## config.mk

```make
export PLATFORM = sky130hd
export DESIGN_NAME = imem_loader
export DESIGN_NICKNAME = d
export VERILOG_FILES = /design/src/rtl/imem_loader_pkg.sv /design/src/rtl/byte_to_word.sv /design/src/rtl/imem_loader.sv
export SDC_FILE = /design/constraint.sdc
export NUM_CORES = 1
export LEC_CHECK = 0
export CORE_AREA = 3 3 113 115
export CTS_CLUSTER_SIZE = 16
export DETAILED_ROUTE_END_ITERATION = 8
export DIE_AREA = 0 0 116 118
export SYNTH_ARGS = -nofsm -noshare
export SYNTH_HDL_FRONTEND = slang
export SYNTH_SLANG_ARGS = --single-unit
export TNS_END_PERCENT = 30
```

## constraint.sdc

```tcl
create_clock -name clk -period 2.8 [get_ports clk]
set_input_delay 0.28 -clock clk [delete_from_list [all_inputs] [get_ports clk]]
set_output_delay 0.28 -clock clk [all_outputs]
set_load 0.01 [all_outputs]
```

## src/rtl/imem_loader_pkg.sv

```systemverilog
// Shared types and constants for the instruction-memory loader.
package imem_loader_pkg;
  localparam int DEPTH_DEF = 1024;
  localparam int WORD_W    = 32;
  localparam int CNT_W     = 11;

  typedef enum logic [1:0] {IDLE, RECV, WRITE, DONE} state_t;

  // Requests larger than the memory are clamped so the address never leaves it.
  function automatic logic [CNT_W-1:0] clamp_count(input logic [CNT_W-1:0] n, input int depth);
    return (int'(n) > depth) ? CNT_W'(depth) : n;
  endfunction
endpackage

```

## src/rtl/byte_to_word.sv

```systemverilog
// Assembles little-endian bytes into 32-bit words; word updates only when complete.
module byte_to_word
  import imem_loader_pkg::*;
(
  input  logic              clk,
  input  logic              rst,
  input  logic              clear,
  input  logic              enable,
  input  logic              byte_valid,
  input  logic [7:0]        byte_data,
  output logic              word_complete,
  output logic [WORD_W-1:0] word
);
  logic [1:0]        idx;
  logic [WORD_W-1:0] asm_reg;
  logic              hs;

  assign hs            = enable & byte_valid;
  assign word_complete = hs & (idx == 2'd3);

  always_ff @(posedge clk) begin
    if (rst) begin
      idx     <= '0;
      asm_reg <= '0;
      word    <= '0;
    end else if (clear) begin
      idx <= '0;
    end else if (hs) begin
      asm_reg[{idx, 3'b000} +: 8] <= byte_data;
      idx                         <= idx + 2'd1;
      // Word output is held between completions so memory data stays stable.
      if (idx == 2'd3) word <= {byte_data, asm_reg[23:0]};
    end
  end
endmodule

```

## src/rtl/imem_loader.sv

```systemverilog
// Loads a byte stream into instruction memory word by word, holding the core in reset meanwhile.
module imem_loader
  import imem_loader_pkg::*;
#(
  parameter int          DEPTH     = DEPTH_DEF,
  parameter logic [31:0] BASE_ADDR = 32'h0000_0000
) (
  input  logic        clk,
  input  logic        rst,
  input  logic        start,
  input  logic [10:0] word_count,
  input  logic        byte_valid,
  input  logic [7:0]  byte_data,
  output logic        byte_ready,
  output logic        mem_we,
  output logic [31:0] mem_addr,
  output logic [31:0] mem_wdata,
  output logic        busy,
  output logic        done,
  output logic        core_rst_n
);
  state_t           state;
  logic [CNT_W-1:0] remaining;
  logic [CNT_W-1:0] req_count;
  logic             clear;
  logic             word_complete;

  assign req_count = clamp_count(word_count, DEPTH);
  assign clear     = (state == IDLE) && start;

  byte_to_word u_b2w (
    .clk          (clk),
    .rst          (rst),
    .clear        (clear),
    .enable       (byte_ready),
    .byte_valid   (byte_valid),
    .byte_data    (byte_data),
    .word_complete(word_complete),
    .word         (mem_wdata)
  );

  always_ff @(posedge clk) begin
    if (rst) begin
      state      <= IDLE;
      remaining  <= '0;
      byte_ready <= 1'b0;
      mem_we     <= 1'b0;
      mem_addr   <= BASE_ADDR;
      busy       <= 1'b0;
      done       <= 1'b0;
      core_rst_n <= 1'b1;
    end else begin
      case (state)
        IDLE: if (start) begin
          mem_addr <= BASE_ADDR;
          if (req_count == '0) begin
            state <= DONE;
            done  <= 1'b1;
          end else begin
            remaining  <= req_count;
            state      <= RECV;
            byte_ready <= 1'b1;
            busy       <= 1'b1;
            core_rst_n <= 1'b0;
          end
        end
        RECV: if (word_complete) begin
          state      <= WRITE;
          byte_ready <= 1'b0;
          mem_we     <= 1'b1;
        end
        WRITE: begin
          mem_we    <= 1'b0;
          remaining <= remaining - 1'b1;
          if (remaining == CNT_W'(1)) begin
            // Address is not advanced past the final word so it never leaves the memory.
            state      <= DONE;
            done       <= 1'b1;
            busy       <= 1'b0;
            core_rst_n <= 1'b1;
          end else begin
            mem_addr   <= mem_addr + 32'd4;
            state      <= RECV;
            byte_ready <= 1'b1;
          end
        end
        DONE: begin
          done  <= 1'b0;
          state <= IDLE;
        end
        default: state <= IDLE;
      endcase
    end
  end
endmodule
```

==> results of run 1 <==
==> kinds of logic after synthesis <==
| family | count (synthesis) |
|---|---|
| AO/OA/AOI/OAI | 162 |
| buffers and inverters | 49 |
| other | 1 |
| flip-flops | 106 |
| AND/OR/NAND/NOR | 254 |
| XOR/XNOR | 11 |
| adder cells (fa/ha/maj) | 8 |
==> report_power, final <==
group / leakage (uW) / total (uW) / switching (uW) / internal (uW)
combinational: 0.000915 / 203 / 125 / 78.1
sequential: 0.000856 / 1540 / 16.1 / 1520
clock: 0.000140 / 1200 / 570 / 633
==> stage by stage <==
stage	setup WS [ns]	instances	hold WS (ns)	total power [uW]
global placement	0.2256	800	0.4408	1773
global route	0.1948	816	0.3775	3068
floorplan	0.7763	592	0.4160	1692
detailed placement	0.1934	800	0.4453	1775
CTS	0.3523	816	0.3618	2987
finish	0.3295	816	0.3730	2946
==> worst min path at each step <==
stage / from / to / cells after the start
4_1_cts: rst / mem_addr[2] / 2
6_report: rst / mem_addr[2] / 2
3_3_place_gp: u_b2w.asm_reg[20] / u_b2w.word[20] / 2
2_1_floorplan: byte_data[0] / u_b2w.word[24] / 2
5_1_grt: rst / mem_addr[2] / 2
3_5_place_dp: u_b2w.asm_reg[11] / u_b2w.asm_reg[11] / 2
==> synthesized netlist by cell type (4+ instances only) <==
library cell / instances
a211oi_1: 4
a21oi_1: 77
a21oi_2: 12
and2_1: 5
buf_2: 5
clkbuf_1: 25
dfxtp_1: 106
ha_1: 8
inv_1: 11
nand2_1: 118
nand3_1: 38
nand4_1: 8
nor2_1: 33
nor3_1: 7
nor4_1: 6
o211ai_1: 8
o21a_1: 5
o21ai_0: 17
o21ai_1: 9
o31ai_1: 8
or2_2: 4
or3_1: 15
or4_1: 5
xor2_1: 9
==> final cells by class <==
type,count,area share
flip-flops and latches,106,0.3549
well taps,147,0.03076
clock buffers,11,0.04059
repair buffers,98,0.1594
clock inverters,5,0.006068
multi-input cells,437,0.4007
inverters,12,0.007533
==> per-layer routing <==
layer	GRT usage	part of all wire	up-vias
met3	0.03856	0.049	15
li1	-	-	2221
met5	0	0	-
met2	0.2773	0.46	115
met1	0.2490	0.48	2030
met4	0.07469	0.016	0
==> cells in the final DEF, fill, tap and decap left out, types with 9 or more instances in the layout <==
cell type / instances
nand2_1: 118
dfxtp_1: 106
clkdlybuf4s50_1: 88
a21oi_1: 77
nand3_1: 38
nor2_1: 33
o21ai_0: 17
or3_1: 15
a21oi_2: 12
inv_1: 11
o21ai_1: 9
xor2_1: 9
clkbuf_16: 9
buf_4: 9
==> results.py, run 1 <==
metrics = {
    "yosys": {
        "synth_compound_area_frac": 0.2149,
        "synth-adder-area-share": 0.02118,
        "ys_async_sr_fraction": 0,
        "synthDistinctLibCells": 53,
        "synth.area.mux_share": 0,
        "syn_area_um2": 4727,
        "synthCells": 591,
        "synth_top_family_by_area": "simple AND/OR/NAND/NOR gates",
        "synth_top_cell_by_area": "dfxtp_1",
        "ys_seq_elements": 106,
        "synthFlopType": "dfxtp_1",
        "synth-xor-area-share": 0.02038,
        "ys_warn_count": 0,
        "synth.avg_cell_area_um2": 7.998,
        "yosysTopAreaCellShare": 0.4489,
        "synth-edff-count": 0,
        "yosysSeqAreaShare": 0.4489,
        "synth-simple-area-share": 0.2488,
        "synthTopCellsByArea": "dfxtp_1 (45%), nand2_1 (9.4%), a21oi_1 (8.2%)",
    },
    "worst_setup_path": {
        "rr_startpoint": "remaining[6]",
        "cp_num_cells": 5,
        "path_max_fanout": 24,
        "worstPathArrival_ns": 2.70,
        "slowest_delay_ns": 0.70,
        "cpMostUsedCell": "or4_1",
        "critical_path_buf_inv_count": 0,
        "crit_path_cell_trace": "or4_1 -> o31a_4 -> o2111ai_4 -> or4_1 -> a21oi_2",
        "cp-startpoint": "remaining[6]",
        "cp-start-kind": "flop",
        "worst-r2r-cell-count": 5,
        "slowest_stage": "or4_1",
        "critPathKind": "flop to flop",
        "rrSetupSlack_ns": 0.33,
        "endpoint_kind": "flop",
        "r2r_end": "mem_addr[27]",
        "critPathCapture": "mem_addr[27]",
        "crit_family": "compound AO/OA/AOI/OAI gates",
        "cp.required_ns": 3.02,
    },
    "timing": {
        "drv_slew": 0,
        "period_needed_ns": 2.470,
        "rsz0062_at_grt": "false",
        "max_freq_ghz": 0.4048,
        "slew_headroom": 0.2324,
        "tightest_slew_ns": 1.151,
        "fin_crit_sh": 0.8823,
        "clock_skew_ns": 0.006238,
        "final.setup.tns_ns": 0,
        "finalHoldViolCount": 0,
        "setup_viol": 0,
    },
    "place": {
        "post_dp_cell_area_um2": 5700,
        "dpl.hpwl_um": 8389,
        "gp_congestion": 0.8272,
        "portBuffers": 89,
    },
    "cts": {
        "cts_hold_buf": 0,
        "clkTransAtPathRegs_ns": 0.07,
        "insertion_delay_ns": 0.35,
        "root_buffer": "clkbuf_16",
        "cts_buffers": 9,
        "cts.sinks": 106,
        "post_cts_resized": 0,
        "cts_buffer_depth": 2,
        "cts_setup_buffers": 0,
        "cts_tree": "built",
        "htree_levels": 3,
    },
    "power": {
        "vdd_drop_max_mv": 0.2571,
        "p_per_area_nw_per_um2": 492.6,
        "p_leak_uw": 0.001911,
    },
    "global_routing": {
        "grt_pass1_wl_um": 20370,
        "grt_max_degree": 57,
        "antenna_found_initial": 0,
        "grt_use_total": 0.1821,
        "grt.overflow.total": 0,
        "first_global_vias": 4154,
    },
    "cells_and_area": {
        "antennaDiodeCount": 0,
        "drive_gt1_frac": 0.07175,
        "final-seq-area_um2": 2122,
        "largest_reg_flops": 32,
        "multi_input_area_um2": 2396,
        "final_util": 0.5020,
        "fin_area_um2": 5979,
        "fin_nets": 695,
        "area_growth_pct": 26.50,
        "num-fill-cells": 1191,
    },
    "routing": {
        "drt_first_iter_violations": 305,
        "wl_per_cell_um": 14.80,
        "totalWireLength_um": 12070,
        "ant_nets": 0,
        "viasPerCell": 5.369,
        "detail_route.first_pass.iterations": 5,
        "drc": 0,
        "vias": 4381,
    },
    "floorplanning": {
        "io-pin-count": 92,
        "die_width_um": 116,
        "die-area_um2": 13690,
        "core_area_um2": 11910,
        "row_count": 40,
        "initial_utilization": 0.3968,
        "chipHeight_um": 118,
    },
    "run": {
        "maxCapViolCount": 0,
    },
    "min_path": {
        "holdCritPathClass": "input port to flop",
    },
    "status": {
        "status": "completed",
    },
}
Note: power is estimated with default switching activity, not from simulation.
==> run 2, diff against run 1 <==
--- a/config.mk
+++ b/config.mk
@@ -9,6 +9,8 @@
 export CTS_CLUSTER_SIZE = 16
 export DETAILED_ROUTE_END_ITERATION = 8
 export DIE_AREA = 0 0 116 118
+export RECOVER_POWER = 25
+export SLEW_MARGIN = 20
 export SYNTH_ARGS = -nofsm -noshare
 export SYNTH_HDL_FRONTEND = slang
 export SYNTH_SLANG_ARGS = --single-unit
==> run 2 against run 1 <==
Compared with the run above: clock power about the same; total power about the same; hold slack about the same; non-clock buffer count unchanged; utilization decreased by 0.063 points; combinational power about the same; die area unchanged; first-iteration DRC count decreased by 2.6%; critical path depth unchanged; clock-buffer cell count unchanged; sequential share of layout area about the same; critical endpoint unchanged.
==> results.py, run 2 (synthesized netlist as in run 1, its figures left out) <==
metrics = {
    "status": {
        "status": "completed",
    },
    "cts": {
        "insertion_delay_ns": 0.35,
        "cts_buffers": 9,
        "cts_setup_buffers": 0,
        "htree_levels": 3,
        "post_cts_resized": 0,
        "cts.sinks": 106,
        "clkTransAtPathRegs_ns": 0.07,
        "cts_tree": "built",
        "cts_hold_buf": 0,
        "cts_buffer_depth": 2,
        "root_buffer": "clkbuf_16",
    },
    "routing": {
        "ant_nets": 0,
        "drt_first_iter_violations": 297,
        "vias": 4378,
        "viasPerCell": 5.365,
        "wl_per_cell_um": 14.81,
        "detail_route.first_pass.iterations": 5,
        "totalWireLength_um": 12090,
        "drc": 0,
    },
    "floorplanning": {
        "chipHeight_um": 118,
        "io-pin-count": 92,
        "initial_utilization": 0.3968,
        "die-area_um2": 13690,
        "row_count": 40,
        "die_width_um": 116,
        "core_area_um2": 11910,
    },
    "timing": {
        "setup_viol": 0,
        "max_freq_ghz": 0.4048,
        "final.setup.tns_ns": 0,
        "slew_headroom": 0.4194,
        "drv_slew": 0,
        "tightest_slew_ns": 0.8690,
        "clock_skew_ns": 0.006930,
        "rsz0062_at_grt": "false",
        "finalHoldViolCount": 0,
        "holdWs_ns": 0.3728,
        "fin_crit_sh": 0.8823,
        "period_needed_ns": 2.470,
    },
    "min_path": {
        "hp-start": "rst",
        "holdCritPathClass": "input port to flop",
        "holdPathEnd": "mem_addr[2]",
        "hold_path_depth": 2,
    },
    "worst_setup_path": {
        "rr_startpoint": "remaining[6]",
        "endpoint_kind": "flop",
        "path_max_fanout": 24,
        "cp.required_ns": 3.02,
        "r2r_end": "mem_addr[27]",
        "worstPathArrival_ns": 2.70,
        "rrSetupSlack_ns": 0.33,
        "critPathKind": "flop to flop",
        "worst-r2r-cell-count": 5,
        "cp-start-kind": "flop",
        "cp-startpoint": "remaining[6]",
    },
    "place": {
        "portBuffers": 89,
        "gp_congestion": 0.8272,
        "dpl.hpwl_um": 8389,
    },
    "run": {
        "maxCapViolCount": 0,
    },
    "cells_and_area": {
        "antennaDiodeCount": 0,
        "final_common_cell": "nand2_1",
        "mostFrequentLayoutCells": "nand2_1 (118), dfxtp_1 (106), a21oi_1 (77)",
        "largest_reg_flops": 32,
        "drive_gt1_frac": 0.07025,
        "num-fill-cells": 1191,
        "area_growth_pct": 26.34,
        "fin_nets": 695,
    },
    "power": {
        "p_per_area_nw_per_um2": 493.5,
        "p_leak_uw": 0.002039,
        "power_uw": 2947,
        "vdd_drop_max_mv": 0.2577,
    },
    "global_routing": {
        "met2_usage": 0.2773,
        "grt_util_met3": 0.03856,
        "grt_use_total": 0.1821,
        "grt_max_degree": 57,
        "first_global_vias": 4154,
        "antenna_found_initial": 0,
        "grt_busiest_layer": "met2",
        "grt.overflow.total": 0,
        "grt_pass1_wl_um": 20370,
        "met1_usage": 0.2490,
    },
}
-- run 2: cell types whose count changed in the layout (fill, tap and decap cells not counted) --
cell	delta
and2_2	+1
nor3b_2	-1
clkbuf_1	+1
clkdlybuf4s50_1	-39
dlygate4sd3_1	+39
and2_1	-1
buf_4	-1
nor3b_1	+1
-- run 2: final cells by class --
cell class | instances | area, um2 | area share
Inverter | 12 | 45.04 | 0.007542
Tap cell | 147 | 183.9 | 0.03080
Timing Repair Buffer | 98 | 949.7 | 0.1590
Sequential cell | 106 | 2122 | 0.3553
Clock buffer | 11 | 242.7 | 0.04065
Multi-Input combinational cell | 437 | 2392 | 0.4006
Clock inverter | 5 | 36.28 | 0.006076
-- run 2: critical path, cell delays in order, from the launching register on --
cell and delay, ns:
dfxtp_1 0.36, or4_1 0.70, o31a_4 0.49, o2111ai_4 0.51, or4_1 0.22, a21oi_2 0.05
-- run 2: stage by stage --
stage,cell area [um2],instances,utilization,setup slack [ns]
2_1_floorplan,4731,592,-,0.7763
3_3_place_gp,5700,800,0.4786,0.2256
3_5_place_dp,5700,800,0.4786,0.1934
4_1_cts,5979,816,0.5020,0.3523
5_1_grt,5972,816,0.5014,0.1948
6_report,5972,816,0.5014,0.3297
-- run 2: routing by layer --
| layer | routed length [um] | up-vias |
|---|---|---|
| met5 | 0 | - |
| met3 | 564 | 15 |
| met2 | 5521 | 111 |
| li1 | - | 2224 |
| met4 | 195 | 0 |
| met1 | 5805 | 2028 |
-- run 2: worst max path at each step --
| stage | end | cells after the start |
|---|---|---|
| 2_1_floorplan | mem_addr[20] | 7 |
| 3_3_place_gp | remaining[5] | 6 |
| 3_5_place_dp | remaining[5] | 6 |
| 4_1_cts | mem_addr[27] | 5 |
| 5_1_grt | mem_addr[31] | 5 |
| 6_report | mem_addr[27] | 5 |
-- run 2: power by group --
group	switching, uW	total, uW	internal, uW
sequential	15.8	1540	1520
combinational	125	201	76.1
clock	574	1210	633
